`src/rtl/bumpy_pkg.sv`:
```
// Shared definitions for the bumpy sprite collision detector: edge bit
// positions in the 4-bit edge code, default geometry and FSM state type.
package bumpy_pkg;

    // Bit positions inside the {Left, Top, Right, Bottom} edge code
    localparam int EDGE_LEFT   = 3;
    localparam int EDGE_TOP    = 2;
    localparam int EDGE_RIGHT  = 1;
    localparam int EDGE_BOTTOM = 0;

    localparam int SPRITE_SIZE_DEF = 32;
    localparam int EDGE_W_DEF      = 4;
    localparam int COOLDOWN_DEF    = 2;

    typedef enum logic {
        ST_IDLE = 1'b0,
        ST_EVAL = 1'b1
    } state_t;

endpackage

```
`src/rtl/bumpy_edge_classify.sv`:
```
// Combinational edge classifier: maps a colliding pixel's offset inside the
// sprite to the set of edge bands it lies in. Corners set two bits, interior
// pixels set none, and nothing is set when there is no hit.
module bumpy_edge_classify
    import bumpy_pkg::*;
#(
    parameter int SPRITE_SIZE = SPRITE_SIZE_DEF,
    parameter int EDGE_W      = EDGE_W_DEF
) (
    input  logic        i_hit,
    input  logic [10:0] i_offsetX,
    input  logic [10:0] i_offsetY,
    output logic [3:0]  o_edges
);

    localparam logic [10:0] LO_LIM = 11'(EDGE_W);
    localparam logic [10:0] HI_LIM = 11'(SPRITE_SIZE - EDGE_W);

    // Classify the pixel into edge bands, gated by the pixel hit
    always_comb begin
        o_edges = '0;
        if (i_hit) begin
            o_edges[EDGE_LEFT]   = (i_offsetX <  LO_LIM);
            o_edges[EDGE_RIGHT]  = (i_offsetX >= HI_LIM);
            o_edges[EDGE_TOP]    = (i_offsetY <  LO_LIM);
            o_edges[EDGE_BOTTOM] = (i_offsetY >= HI_LIM);
        end
    end

endmodule

```
`src/rtl/bumpy_collision.sv`:
```
// Bumpy sprite collision detector. Accumulates the edges touched during a
// frame, and in the cycle after each frame boundary reports them with a single
// pulse, subject to a cooldown of a few frames after every pulse.
module bumpy_collision
    import bumpy_pkg::*;
#(
    parameter int SPRITE_SIZE     = SPRITE_SIZE_DEF,
    parameter int EDGE_W          = EDGE_W_DEF,
    parameter int COOLDOWN_FRAMES = COOLDOWN_DEF
) (
    input  logic        clk,
    input  logic        resetN,
    input  logic        startOfFrame,
    input  logic        bumpyDR,
    input  logic [10:0] offsetX,
    input  logic [10:0] offsetY,
    input  logic        stepDR,
    input  logic        borderDR,
    output logic        singleHitPulse,
    output logic [3:0]  HitEdgeCode,
    output logic [7:0]  hitCount
);

    localparam int              CW        = (COOLDOWN_FRAMES < 1) ? 1 : $clog2(COOLDOWN_FRAMES + 1);
    localparam logic [CW-1:0]   COOL_LOAD = CW'(COOLDOWN_FRAMES);

    state_t        r_state;
    state_t        w_state_nxt;
    logic [3:0]    r_acc;
    logic [3:0]    r_pend;
    logic [3:0]    r_code;
    logic [7:0]    r_cnt;
    logic [CW-1:0] r_cool;

    logic          w_hit;
    logic [3:0]    w_edges;
    logic          w_pulse;
    logic          w_keep_pend;
    logic [7:0]    w_cnt_inc;

    assign w_hit = bumpyDR & (stepDR | borderDR);

    bumpy_edge_classify #(
        .SPRITE_SIZE (SPRITE_SIZE),
        .EDGE_W      (EDGE_W)
    ) u_classify (
        .i_hit     (w_hit),
        .i_offsetX (offsetX),
        .i_offsetY (offsetY),
        .o_edges   (w_edges)
    );

    assign w_cnt_inc = (r_cnt == 8'hFF) ? r_cnt : r_cnt + 8'd1;

    // A frame closing while cooldown is running (or in the very cycle a pulse
    // fires, which reloads it) is dropped at capture time.
    assign w_keep_pend = w_pulse ? (COOL_LOAD == '0) : (r_cool == '0);

    // Next state and pulse decision; a reset in the EVAL cycle suppresses it
    always_comb begin
        w_state_nxt = r_state;
        w_pulse     = 1'b0;
        case (r_state)
            ST_IDLE: if (startOfFrame) w_state_nxt = ST_EVAL;
            ST_EVAL: begin
                w_pulse     = (r_pend != 4'd0) && (r_cool == '0) && !resetN;
                w_state_nxt = startOfFrame ? ST_EVAL : ST_IDLE;
            end
            default: w_state_nxt = ST_IDLE;
        endcase
    end

    // Outputs reflect a pulse in the same cycle it fires, then hold
    assign singleHitPulse = w_pulse;
    assign HitEdgeCode    = w_pulse ? r_pend : r_code;
    assign hitCount       = w_pulse ? w_cnt_inc : r_cnt;

    // State, frame accumulator, pending capture, cooldown and hit history
    always_ff @(posedge clk) begin
        if (resetN) begin
            r_state <= ST_IDLE;
            r_acc   <= '0;
            r_pend  <= '0;
            r_code  <= '0;
            r_cnt   <= '0;
            r_cool  <= '0;
        end else begin
            r_state <= w_state_nxt;
            if (startOfFrame) begin
                r_acc  <= w_edges;
                r_pend <= w_keep_pend ? r_acc : 4'd0;
            end else begin
                r_acc  <= r_acc | w_edges;
            end
            if (w_pulse)
                r_cool <= COOL_LOAD;
            else if (startOfFrame && (r_cool != '0))
                r_cool <= r_cool - CW'(1);
            if (w_pulse) begin
                r_code <= r_pend;
                r_cnt  <= w_cnt_inc;
            end
        end
    end

endmodule

```
`config.mk`:
```
export PLATFORM = sky130hd
export DESIGN_NAME = bumpy_collision
export DESIGN_NICKNAME = d
export VERILOG_FILES = /design/src/rtl/bumpy_pkg.sv /design/src/rtl/bumpy_edge_classify.sv /design/src/rtl/bumpy_collision.sv
export SDC_FILE = /design/constraint.sdc
export NUM_CORES = 1
export LEC_CHECK = 0
export ABC_AREA = 0
export ABC_CLOCK_PERIOD_IN_PS = 2300
export CAP_MARGIN = 20
export CORE_MARGIN = 5
export CORE_UTILIZATION = 40
export DETAILED_ROUTE_END_ITERATION = 12
export PLACE_DENSITY_LB_ADDON = 0.12
export SYNTH_ARGS = -nofsm -noshare
export SYNTH_HDL_FRONTEND = slang
export SYNTH_SLANG_ARGS = --single-unit
```
`constraint.sdc`:
```
create_clock -name clk -period 2.3 [get_ports clk]
set_input_delay 0.23 -clock clk [delete_from_list [all_inputs] [get_ports clk]]
set_output_delay 0.23 -clock clk [all_outputs]
set_load 0.005 [all_outputs]
```
# Word level (Yosys, flattened, before mapping)

Index checks and enable logic that the tools add are counted.

Flip-flop bits (word level): 23
Bits in latches: 0
Memory bits (writable): 0
ROM bits: 0
Word-level logic and storage cells: 37
Memories kept: 0

$add $sub $neg: 2
Multipliers: 0
Div/mod/pow operators: 0
Order comparisons: 4
Eq/ne operators: 1
Shifts and indexed selects: 0
Mux-type cells: 11
Bitwise operators: 3
Reductions and logical operators: 9

Operators with widths:

| operator              | number |
|---|---|
| $ge A11 B5 Y1 const B | 2 |
| $lt A11 B3 Y1 const B | 2 |
| $mux W4               | 4 |
| $mux W8               | 2 |
| $add A8 B1 Y8 const B | 1 |
| $eq A8 B8 Y1 const B  | 1 |
| $mux W2               | 2 |
| $or A4 B4 Y4          | 1 |
| $reduce_bool A2 Y1    | 2 |
| $reduce_bool A4 Y1    | 1 |
| $logic_and A1 B1 Y1   | 3 |
| $mux W1               | 3 |
| $logic_not A2 Y1      | 1 |
| $reduce_or A2 Y1      | 1 |
| $sub A2 B1 Y2 const B | 1 |
| $and A1 B1 Y1         | 1 |
| $logic_not A1 Y1      | 1 |
| $or A1 B1 Y1          | 1 |

# Longest topological paths before layout

Depth in word-level cells: 6
Depth in mapped cells: 9
Depth with buffers taken out: 7

# Cells and area by module

From an unflattened synthesis, not the netlist that was laid out.

Cell total of the unflattened synthesis: 128
Area, all modules: 1144.8 um^2

Modules (own cells, without submodules):

| module              | times used | cells each | area each (um^2) | seq. area each (um^2) |
|---|---|---|---|---|
| bumpy_collision     | 1          | 116        | 1059.8           | 460.4 |
| bumpy_edge_classify | 1          | 12         | 85.1             | 0.0 |

# Worst setup path before layout

No wires, ideal clock.

Path type: reg2out
From: reg r_cool[0]
To: out hitCount[4]
Data arrival time: 1.495 ns
Required time: 2.070 ns
Setup slack: 0.575 ns
Cell stages (with the launch flop): 9
Buffers on the path: 2
Cell sequence: dfxtp_1 > inv_1 > ha_1 > and3b_2 > nand2b_1 > buf_6 > buf_6 > nor4_2 > nor2_1

Longest elaborated chain between the ends: 5

Ends and longest elaborated chain:

| item                             | line                  | source |
|---|---|---|
| start: declaration               | bumpy_collision.sv:33 | `logic [CW-1:0] r_cool;` |
| start signal: assignment         | bumpy_collision.sv:98 | `r_cool <= r_cool - CW'(1);` |
| $logic_not A2 Y1                 | bumpy_collision.sv:66 | `w_pulse = (r_pend != 4'd0) && (r_cool == '0) && !resetN;` |
| $logic_and A1 B1 Y1 (2 in a row) | bumpy_collision.sv:66 |  |
| $mux W1                          | bumpy_collision.sv:63 | `case (r_state)` |
| $mux W8                          | -                     |  |
| end: declaration                 | bumpy_collision.sv:21 | `output logic [7:0] hitCount` |

Every way passes these cells.

# Final worst setup path

From: reg r_cool[1]
To: out hitCount[5]

Same word-level chain as after synthesis.

==> metrics.txt <==
Fill cells 227; worst ir drop on vdd 0.0003882 V; GPL Wtd Cong 0.8361; post-route minimum period 2.258 ns; commonest non-fill, non-tap cell in the layout clkdlybuf4s50_1; post-detailed-placement half-perimeter wirelength 2.141 mm; Post-layout nets 213; worst setup slack after layout 0.04247 ns; Setup Slack @ Placement -0.1137 ns; Post-synth EDFFs 0; Iteration-0 DRC Markers 59; count of buffers from port buffering 36; CTS tree yes; total power divided by cell area 468.7 mW/mm²; Initial Utilization 0.4094; met2 Usage GRT 0.2409; setup_tns 0 ns; Synth-to-Final Area Change 59.95%; Net Sw Power 0.2198 mW; worst setup path class register to primary output; Least-Margin Pin Slew 0.4710 ns; Synth Register Bits 23; arrival time reported for the critical path endpoint 2.03 ns; Worst Skew 0.01434 ns; worst path required time 2.07 ns; global-route wire length before repair 4.857 mm; number of antenna violations at the first check in global routing 0; Inserted Diodes 0; post-synthesis instance area 0.001100 mm²; Max Cap Viol 0; clk root buf clkbuf_4; DR vias 1127; GRT busiest layer met2; flip-flop cell with the highest count after synthesis dfxtp_1; Global Route met1 Usage 0.1927; First-pass DRT Iterations 4; count of final max-slew check failures 0; Crit Path Max Fanout 3; Post-Place Cells 198; most used cells in the layout excluding fill and tap cells clkdlybuf4s50_1 (23), buf_4 (21), dfxtp_1 (16); fraction of layout instances using a drive strength above 1 0.2692; share of flip-flops with an asynchronous set or reset after synthesis 0; Post-Route Utilization 0.6549; Min-Delay Path Class register to register; worst slew margin relative to its limit 0.6827; number of nets with antenna violations after detailed routing 0; distinct cell type count of the synthesized netlist 31; proportion of power drawn by combinational gates 0.258; top-area cell type share of the netlist area 0.4187; status completed; synthesized netlist cell count 124; pin count of the biggest net entering global routing 17; P_leak 0.8348 nW; total grt overflow 0; sequential group share of total power 0.514; leading area contributor after synthesis dfxtp_1; Final Hold Viols 0; post-route fraction of the period consumed by the critical path 0.9815; standard-cell row count 19; Routed wire per std cell 13.65 µm; clock latency reported for the late side of the worst-skew pair 0.32 ns; switch share 0.2666; Boundary Pins 41; CTS Hold Bufs 0; global-route total usage across every layer 0.1455; number of global-route vias before repair 1083; final setup violation count 0; Finished Layout Cells 213; TritonCTS Buffers 3; height of the chip 62.44 µm; Pwr Total 0.8246 mW; floorplan core area 0.002686 mm²; global-route met3 utilization 0.04317; maximum root-to-sink buffer count 2; kind of start point of the critical path register; achievable frequency 443.0 MHz; Mapped Avg Cell Area 8.869 µm²; count of unresolved DRC violations after routing 0; die width 62.44 µm; Syn Nets 154; Vias per Instance 5.291; final routed wirelength across all metal layers 2.908 mm; clock transition at the registers of the reported paths 0.13 ns; CTS H-tree depth 1; sequential-to-total area share from yosys stat 0.4187; total of warnings raised by yosys 0; clock net sink count 23; area of the die 0.003898 mm²; cell-internal power 0.6048 mW; Area contributors post-synth dfxtp_1 (42%), a21oi_1 (4.6%), nor2_1 (4.1%), and2_1 (3.4%), nand4_1 (3.4%); endpoint class of the critical path primary output; clock group share of total power 0.228
logic make-up after synthesis:
| family | synth area share |
|---|---|
| AND/OR/NAND/NOR | 0.3015 |
| XOR/XNOR | 0.02390 |
| multiplexers | 0.03868 |
| buffers and inverters | 0.05460 |
| AO/OA/AOI/OAI | 0.1399 |
| flip-flops | 0.4187 |
| adder cells (fa/ha/maj) | 0.02275 |
critical path, stage by stage (launching register included):
cell	delay (ns)
dfxtp_2	0.35
inv_2	0.06
ha_4	0.14
nand3b_1	0.13
buf_4	0.19
nor4_4	0.21
mux2_2	0.37
dlygate4sd2_1	0.26
worst paths after layout:
| path | startpoint | end | slack, ns | cells past startpoint |
|---|---|---|---|---|
| worst min register to register | r_acc[0] | r_pend[0] | 0.49 | 2 |
| worst max register to register | r_cool[1] | r_cnt[5] | 0.60 | 7 |
| worst min-delay path | r_acc[0] | r_pend[0] | 0.49 | 2 |
| worst max-delay path | r_cool[1] | hitCount[5] | 0.04 | 7 |
power by group through the flow:
| stage | Clock (mW) | Sequential [mW] | Combinational (mW) |
|---|---|---|---|
| floorplan | 0 | 0.430 | 0.0826 |
| global placement | 0 | 0.432 | 0.155 |
| CTS | 0.193 | 0.426 | 0.201 |
| detailed placement | 0 | 0.432 | 0.160 |
| global route | 0.214 | 0.427 | 0.236 |
| finish | 0.188 | 0.424 | 0.213 |
synthesized netlist by cell type (3+ instances only):
library cell	number
nor4_1	6
nand4_1	6
nor2_1	12
nand2_1	9
nor3_1	3
buf_6	3
and2_1	6
a21oi_1	10
o21ai_0	5
a31oi_1	3
inv_1	5
dfxtp_1	23
a22o_1	4
nand3_1	5
routing by layer:
metal	share of wire	vias to the layer above	routed length, µm
met5	0	-	0
met4	0	0	0
met3	0.050	0	144
met2	0.51	23	1470
met1	0.44	534	1293
li1	-	570	-
area by class of cell:
cell class,instances,area [µm²],share of cell area
tap,31,38.79,0.02205
multi-input combinational,92,673.1,0.3826
sequential,23,474.2,0.2696
clock buffer,4,26.28,0.01494
timing repair buffer,57,524.3,0.2980
inverter,6,22.52,0.01280
per-stage QoR:
step	hold slack [ns]	instance area [µm²]
final	0.4874	1759
after floorplan	0.3799	1100
after global placement	0.4774	1544
after CTS	0.4984	1678
after global routing	0.5219	1759
after detailed placement	0.4794	1544
registers in the layout (all words and copies together), names as in the netlist:
register,cells
r_acc,4
r_cool,2
r_state,1
r_pend,4
r_cnt,8
r_code,4
what timing repair did:
item / 4_1_cts / 5_1_grt
setup endpoints to repair: 13 / 6
pin swaps: 6 / 5
gates cloned: 1 / 0
gates resized for setup: 25 / 15
buffers inserted: 6 / 4
(Power assumes the default switching activity.)
